[src/rtl/cim_pkg.sv]
// Shared types for the CIM activation path: serializer FSM states and control tokens.
// ACT_SERIALIZER_SIGNED_EN adds the neg field to the token.
package cim_pkg;

  localparam int unsigned SHIFT_DLY_DEF = 2;
  localparam int unsigned TOK_SHIFT_W   = 8;

  typedef enum logic [1:0] {
    ACT_SER_IDLE,
    ACT_SER_CLEAR,
    ACT_SER_SHIFT
  } act_ser_state_e;

  typedef struct packed {
    logic [TOK_SHIFT_W-1:0] shift;
    logic                   clr;
`ifdef ACT_SERIALIZER_SIGNED_EN
    logic                   neg;
`endif
    logic                   last;
  } act_ser_tok_t;

endpackage

[src/rtl/ctrl_delay.sv]
// SHIFT_DLY-stage control token pipeline aligning serializer tokens with the accumulator.
// A parallel live bit per stage tracks non-idle slots, since a shift=0 token is otherwise all-zero.
module ctrl_delay import cim_pkg::*; #(
  parameter int unsigned SHIFT_DLY = SHIFT_DLY_DEF
) (
  input  logic         clock,
  input  logic         resetn,
  input  act_ser_tok_t tok_i,
  input  logic         live_i,
  output act_ser_tok_t tok_o,
  output logic         any_live_o
);

  act_ser_tok_t           tok_q [SHIFT_DLY];
  act_ser_tok_t           tok_d [SHIFT_DLY];
  logic [SHIFT_DLY-1:0]   live_q, live_d;

  always_comb begin
    tok_d[0]  = tok_i;
    live_d    = '0;
    live_d[0] = live_i;
    for (int unsigned i = 1; i < SHIFT_DLY; i++) begin
      tok_d[i]  = tok_q[i-1];
      live_d[i] = live_q[i-1];
    end
  end

  always_ff @(posedge clock or negedge resetn) begin
    if (!resetn) begin
      for (int unsigned i = 0; i < SHIFT_DLY; i++) tok_q[i] <= '0;
      live_q <= '0;
    end else begin
      for (int unsigned i = 0; i < SHIFT_DLY; i++) tok_q[i] <= tok_d[i];
      live_q <= live_d;
    end
  end

  assign tok_o      = tok_q[SHIFT_DLY-1];
  assign any_live_o = |live_q;

endmodule

[src/rtl/act_serializer.sv]
// Bit-serial activation transmitter: LSB-first ia rows plus aligned accumulator controls.
// ACT_SERIALIZER_SIGNED_EN: two's-complement activations, acc_neg on the MSB slot.
module act_serializer import cim_pkg::*; #(
  parameter int unsigned WORDLEN       = 8,
  parameter int unsigned ACT_BITS      = 8,
  parameter int unsigned LOG2_ACT_BITS = 3,
  parameter int unsigned NROWS         = 128,
  parameter int unsigned SHIFT_DLY     = SHIFT_DLY_DEF
) (
  input  logic                               clock,
  input  logic                               resetn,
  input  logic [NROWS-1:0][ACT_BITS-1:0]     act_data,
  input  logic                               act_valid,
  output logic                               act_ready,
  output logic [NROWS-1:0]                   ia,
  output logic [WORDLEN-1:0]                 shift,
  output logic                               acc_clr,
  output logic                               acc_neg,
  output logic                               sum_valid,
  output logic                               busy
);

  localparam logic [LOG2_ACT_BITS-1:0] CNT_LAST = LOG2_ACT_BITS'(ACT_BITS - 1);

  act_ser_state_e                 state_q, state_d;
  logic [LOG2_ACT_BITS-1:0]       cnt_q, cnt_d;
  logic [NROWS-1:0][ACT_BITS-1:0] sr_q, sr_d;
  logic [NROWS-1:0]               ia_q, ia_d;
  logic                           sum_valid_q, sum_valid_d;
  logic                           last_slot, take, tok_live, dly_live;
  act_ser_tok_t                   tok_in, tok_out;

  always_comb begin
    last_slot = (state_q == ACT_SER_SHIFT) && (cnt_q == CNT_LAST);
    act_ready = (state_q == ACT_SER_IDLE) || last_slot;
    take      = act_ready && act_valid;

    state_d = state_q;
    cnt_d   = cnt_q;
    sr_d    = sr_q;
    ia_d    = '0;

    unique case (state_q)
      ACT_SER_IDLE:  if (take) state_d = ACT_SER_CLEAR;
      ACT_SER_CLEAR: begin
        state_d = ACT_SER_SHIFT;
        cnt_d   = '0;
      end
      ACT_SER_SHIFT: begin
        if (!last_slot) cnt_d = cnt_q + 1'b1;
        else            state_d = take ? ACT_SER_CLEAR : ACT_SER_IDLE;
      end
      default:       state_d = ACT_SER_IDLE;
    endcase

    if (take) sr_d = act_data;

    // ia is registered together with the state, so it presents the bit of the slot being entered
    if (state_d == ACT_SER_SHIFT) begin
      for (int unsigned r = 0; r < NROWS; r++) begin
        ia_d[r] = sr_q[r][0];
        sr_d[r] = {1'b0, sr_q[r][ACT_BITS-1:1]};
      end
    end

    tok_in     = '0;
    tok_in.clr = (state_q == ACT_SER_CLEAR);
    if (state_q == ACT_SER_SHIFT) begin
      tok_in.shift = TOK_SHIFT_W'(cnt_q);
      tok_in.last  = last_slot;
`ifdef ACT_SERIALIZER_SIGNED_EN
      tok_in.neg   = last_slot;
`endif
    end
    tok_live = (state_q != ACT_SER_IDLE);

    sum_valid_d = tok_out.last;
  end

  always_ff @(posedge clock or negedge resetn) begin
    if (!resetn) begin
      state_q     <= ACT_SER_IDLE;
      cnt_q       <= '0;
      sr_q        <= '0;
      ia_q        <= '0;
      sum_valid_q <= 1'b0;
    end else begin
      state_q     <= state_d;
      cnt_q       <= cnt_d;
      sr_q        <= sr_d;
      ia_q        <= ia_d;
      sum_valid_q <= sum_valid_d;
    end
  end

  ctrl_delay #(.SHIFT_DLY(SHIFT_DLY)) u_ctrl_delay (
    .clock      (clock),
    .resetn     (resetn),
    .tok_i      (tok_in),
    .live_i     (tok_live),
    .tok_o      (tok_out),
    .any_live_o (dly_live)
  );

  assign ia        = ia_q;
  assign shift     = WORDLEN'(tok_out.shift);
  assign acc_clr   = tok_out.clr;
`ifdef ACT_SERIALIZER_SIGNED_EN
  assign acc_neg   = tok_out.neg;
`else
  assign acc_neg   = 1'b0;
`endif
  assign sum_valid = sum_valid_q;
  assign busy      = (state_q != ACT_SER_IDLE) || dly_live;

endmodule
[config.mk]
export PLATFORM = sky130hd
export DESIGN_NAME = act_serializer
export DESIGN_NICKNAME = d
export VERILOG_FILES = /design/src/rtl/cim_pkg.sv /design/src/rtl/ctrl_delay.sv /design/src/rtl/act_serializer.sv
export SDC_FILE = /design/constraint.sdc
export NUM_CORES = 2
export LEC_CHECK = 0
export CORE_AREA = 2 2 460 462
export DETAILED_ROUTE_END_ITERATION = 8
export DIE_AREA = 0 0 462 464
export DONT_BUFFER_PORTS = 1
export GPL_TIMING_DRIVEN = 0
export PLACE_DENSITY_LB_ADDON = 0.15
export SETUP_SLACK_MARGIN = 0.4
export SYNTH_ARGS = -nofsm -noshare
export SYNTH_HDL_FRONTEND = slang
export SYNTH_SLANG_ARGS = --single-unit
[constraint.sdc]
create_clock -name clock -period 3.8 [get_ports clock]
set_input_delay 0.76 -clock clock [delete_from_list [all_inputs] [get_ports clock]]
set_output_delay 0.76 -clock clock [all_outputs]
set_load 0.01 [all_outputs]
# Word-level counts from Yosys, hierarchy flattened
# Cells that the tools add are included.
# Widths: inputs -> output; s select.
# classes
addsub,1
mul,0
div_mod_pow,0
n_lt_le_gt_ge,0
n_eq_ne,5
shift,0
muxes,11
bitwise,0
n_reduce_logical,10
# ops
cell,count
$mux 1024,2
$mux 128,1
$mux 3,2
$pmux 2 s3,1
$pmux 3 s2,1
$reduce_bool 2->1,3
$eq 2x2->1 const B,2
$mux 2,2
$add 3x1->3 const B,1
$eq 3x3->1 const B,1
$eq 2x1->1 const B,1
$logic_and 1x1->1,2
$logic_not 2->1,1
$logic_or 1x1->1,2
$mux 1,2
$ne 2x2->1 const B,1
$reduce_and 2->1,1
$reduce_or 2->1,1
# totals
ff_bits,1170
latchBits,0
ramBits,0
romBits,0
out_inout_bits,141
n_memories,0

# Logic depth before layout (Yosys ltp)
# logic_depth
word_depth,9
depth_mapped,9
depth_no_buf,5

# Modules after synthesis
# Synthesis repeated with hierarchy kept, for this count alone.
# hier_totals
hier_cells,4798
hier_area_um2,56999.7
# modules_own_cells
mod,instances,cells_each,area_each_um2,seq_area_each_um2
act_serializer,1,4775,56442.9,28977.8
ctrl_delay,1,23,556.8,550.5

# Worst setup path after synthesis
# No wires, ideal clock.
# synth_timing
path_kind,reg-to-reg
start,register cnt_q[0]
end,register sr_q[520] (netlist bit)
setup_time_ns,0.125
arrival_ns,2.019
required_ns,3.675
path_slack_ns,1.656
stages_incl_launch_ff,10
path_cell_list,dfrtp_1 -> ha_1 -> ha_1 -> or3b_1 -> buf_2 -> buf_4 -> buf_2 -> buf_1 -> o211ai_1 -> a2bb2oi_2
# synth_between
elab_chain_cells,9
elab_cells_between_ends,11
cone_classes,2 x eq/ne; 5 x mux; 4 x reduce/logical
# synth_rtl
element,line_no,source
from (decl),act_serializer.sv:26,"logic [LOG2_ACT_BITS-1:0] cnt_q, cnt_d;"
from (signal assigned),act_serializer.sv:89,cnt_q <= cnt_d;
$eq 3x3->1 (*),act_serializer.sv:34,last_slot = (state_q == ACT_SER_SHIFT) && (cnt_q == CNT_LAST);
$logic_and 1x1->1 (*),act_serializer.sv:34,
$logic_or 1x1->1,act_serializer.sv:35,act_ready = (state_q == ACT_SER_IDLE) || last_slot;
$logic_and 1x1->1,act_serializer.sv:36,take = act_ready && act_valid;
$mux 1,act_serializer.sv:51,else state_d = take ? ACT_SER_CLEAR : ACT_SER_IDLE;
$mux 2,act_serializer.sv:50,if (!last_slot) cnt_d = cnt_q + 1'b1;
$pmux 2 s3,act_serializer.sv:43,unique case (state_q)
$eq 2x2->1,act_serializer.sv:59,if (state_d == ACT_SER_SHIFT) begin
$mux 1024 / $reduce_bool 2->1 (equally long branches),n/a,
to (signal assigned),act_serializer.sv:90,sr_q <= sr_d;
to (decl),act_serializer.sv:27,"logic [NROWS-1:0][ACT_BITS-1:0] sr_q, sr_d;"
# Every way passes the cells marked *; elsewhere a longest branch is shown, timed or not.
# A chain may end at the register's enable or synchronous reset.

# Worst setup path in the final report
# layout_timing
start,register cnt_q[0]
end,register sr_q[226] (netlist bit)
# The elaborated chain is that of the path after synthesis.

==> impl_results.md <==
* Status: finished clean
* Total GRT Usage at 22.0%
* TritonCTS Buffers at 149
* Vias per cell at 5.48
* RSZ-0062 raised after global routing: false
* Critical setup path kind: reg2reg
* Crit start category: flop
* Final #Nets at 5994
* Layout Utilization at 29.7%
* Placer Congestion at 0.934
* Critical Path Fanout Max at 10
* Ports at 1168
* Crit path from: cnt_q[0]
* H-tree Lvls at 4
* Worst reg2reg startpoint: cnt_q[0]
* WP data required at 4510 ps
* Initial antenna violation count at 149
* Layout area overhead at 16.6%
* Final HPWL DP at 182000 um
* Routed vias at 43.6k
* R2R depth at 9
* Min-delay worst type: in2async
* Clk_skew at 27.5 ps
* Part of the cycle the worst path needs at 84.4%
* Clk Latency, worst-skew pair at 800 ps
* Initial Utilization at 25.5%
* Max transition margin at 21.8%
* Final Hold Fails at 0
* Pleak at 24.3 nW
* Setup TNS at 0 ps
* Fmax at 312 MHz
* Placed cells at 7607
* Commonest non-fill, non-tap cell in the layout: dfrtp_1
* Synth Warn # at 0
* Synthesized area per cell at 11.1 um2
* Most frequent cells in the layout: dfrtp_1 (1170), o211ai_1 (896), o21ai_0 (896), a2bb2oi_1 (888), clkbuf_1 (368)
* Height of the die at 464 um
* CTS root buffer: clkbuf_16
* DRC viols at 0
* Finished Layout Cells at 7959
* Share of layout cells above drive strength 1 at 9.43%
* Max clock buf depth at 3
* Final setup viols at 0
* Yosys cell types at 31
* First-pass GRT wire length at 340000 um
* Setup Buffers After CTS at 0
* Synthesized cell area at 53300 um2
* FF-to-FF End: sr_q[226]
* CTS tree: done
* Seq/Total Area, Yosys at 54.9%
* Post-route minimum period at 3210 ps
* Total grt overflow at 0
* Initial drt markers at 3254
* Final ANT Viol Nets at 0
* Pwr per Cell Area at 1040 nW/um2
* Flop2flop setup slack at 590 ps
* Avg WL per Cell at 30.8 um
* Row count at 168
* CTS clk-pin slew, worst paths at 60 ps
* VDD IR max at 0.447 mV
* Max-Cap Viols at 0
* Slew Limit Fails at 0
* Core Area at 209000 um2
* Worst-Margin Slew at 1170 ps
* Synth Instances at 4795
* First drt pass iteration count at 7
* Crit end category: flop
* #FFs+latches synth at 1170
* Worst Path Arrival at 3920 ps
* Buffers added on ports at 0
* Total Power at 0.0648 W
* Vias in the first global route at 42.7k
* Largest net degree at the start of global routing at 1171
* Die X at 462 um
* CTS sink cnt at 1170
* Routed WL at 245000 um
* Post-route cell area at 62200 um2
* Die ar. at 214000 um2
* Dpl cell area at 56900 um2
-- power by group --
part           switching, W  internal (W)
clock network       0.00591       0.00827
logic                0.0157        0.0120
registers           0.00405        0.0189
total                0.0256        0.0391
-- stage by stage --
stage          worst slack (ps)  hold WS, ps
6_report                    591         34.7
4_1_cts                     385         -393
3_3_place_gp               -663          338
3_5_place_dp               -359          336
2_1_floorplan              1660          331
5_1_grt                     394         26.4
-- routing by layer --
metal / track usage, % / part of all wire, %
met1: 26.6 / 40
met2: 35.2 / 47
met3: 8.12 / 9.0
met4: 8.86 / 3.6
met5: 0 / 0.20
-- cells by family (layout without fill, tap and decap cells) --
family	count (synthesis)	count (layout)	synth area share [%]
fa+ha+maj	2	2	0.0469
simple gates	149	149	1.75
other cells	1	80	0.00703
buf+inv	651	931	5.27
flops	1170	1170	54.9
compound gates	2822	2822	38.0
-- worst max-delay path by stage --
stage | to | slack [ps] | depth (start not counted)
final | sr_q[226] | 590 | 9
after global placement | sr_q[551] | -660 | 7
after detailed placement | ia[63] | -360 | 8
after global routing | ia[63] | 390 | 8
after floorplan | sr_q[520] | 1660 | 9
after CTS | ia[63] | 380 | 8
-- critical path, cell delays in order, from the launching register on --
cell and delay (ps):
dfrtp_1 410, ha_1 170, ha_1 320, or3b_1 150, buf_2 310, buf_4 460
buf_2 450, buf_1 370, o211ai_1 270, a2bb2oi_1 190
-- sequential cells by signal, indices dropped and copies added (netlist names) --
name,count
cnt_q,3
ia,128
sr_q,1024
state_q,2
sum_valid,1
u_ctrl_delay.live_q,2
u_ctrl_delay.tok_d,5
u_ctrl_delay.tok_o,5
-- synth_stat cells (all sizes together) --
cell type,count,share of area [%]
dfrtp,1170,55
a2bb2oi,897,15
o211ai,896,13
o21ai,896,8.4
clkbuf,330,2.3
buf,319,2.9
and2,132,1.5
a22o,128,2.1
nor2,4,0.028
nor3b,3,0.052
o2bb2ai,3,0.049
ha,2,0.047
inv,2,0.014
nand2,2,0.014
nand2b,2,0.023
a21oi,1,0.0094
a22oi,1,0.014
and3,1,0.012
conb,1,0.0070
nand3,1,0.019
nor2b,1,0.012
or2,1,0.012
or3,1,0.012
or3b,1,0.016
-- cell type report --
| class | instances | area [um2] |
|---|---|---|
| fill | 21736 | 147000 |
| sequential | 1170 | 29300 |
| multi-input combinational | 2979 | 21300 |
| clock buffer | 228 | 4410 |
| tap | 2805 | 3510 |
| buffer | 649 | 2820 |
| clock inverter | 38 | 383 |
| timing repair buffer | 14 | 340 |
| antenna | 74 | 185 |
| inverter | 2 | 7.51 |
-- timing repair --
action | in CTS | in global routing
cloned | 0 | 1
hold endpoints to repair | 1171 | 209
hold buffers | 1 | 3
endpoints found under the setup margin | 538 | 156
resized for setup | 6 | 6
pin swaps | 0 | 0
No activity file was read; power rests on OpenSTA's default activity.
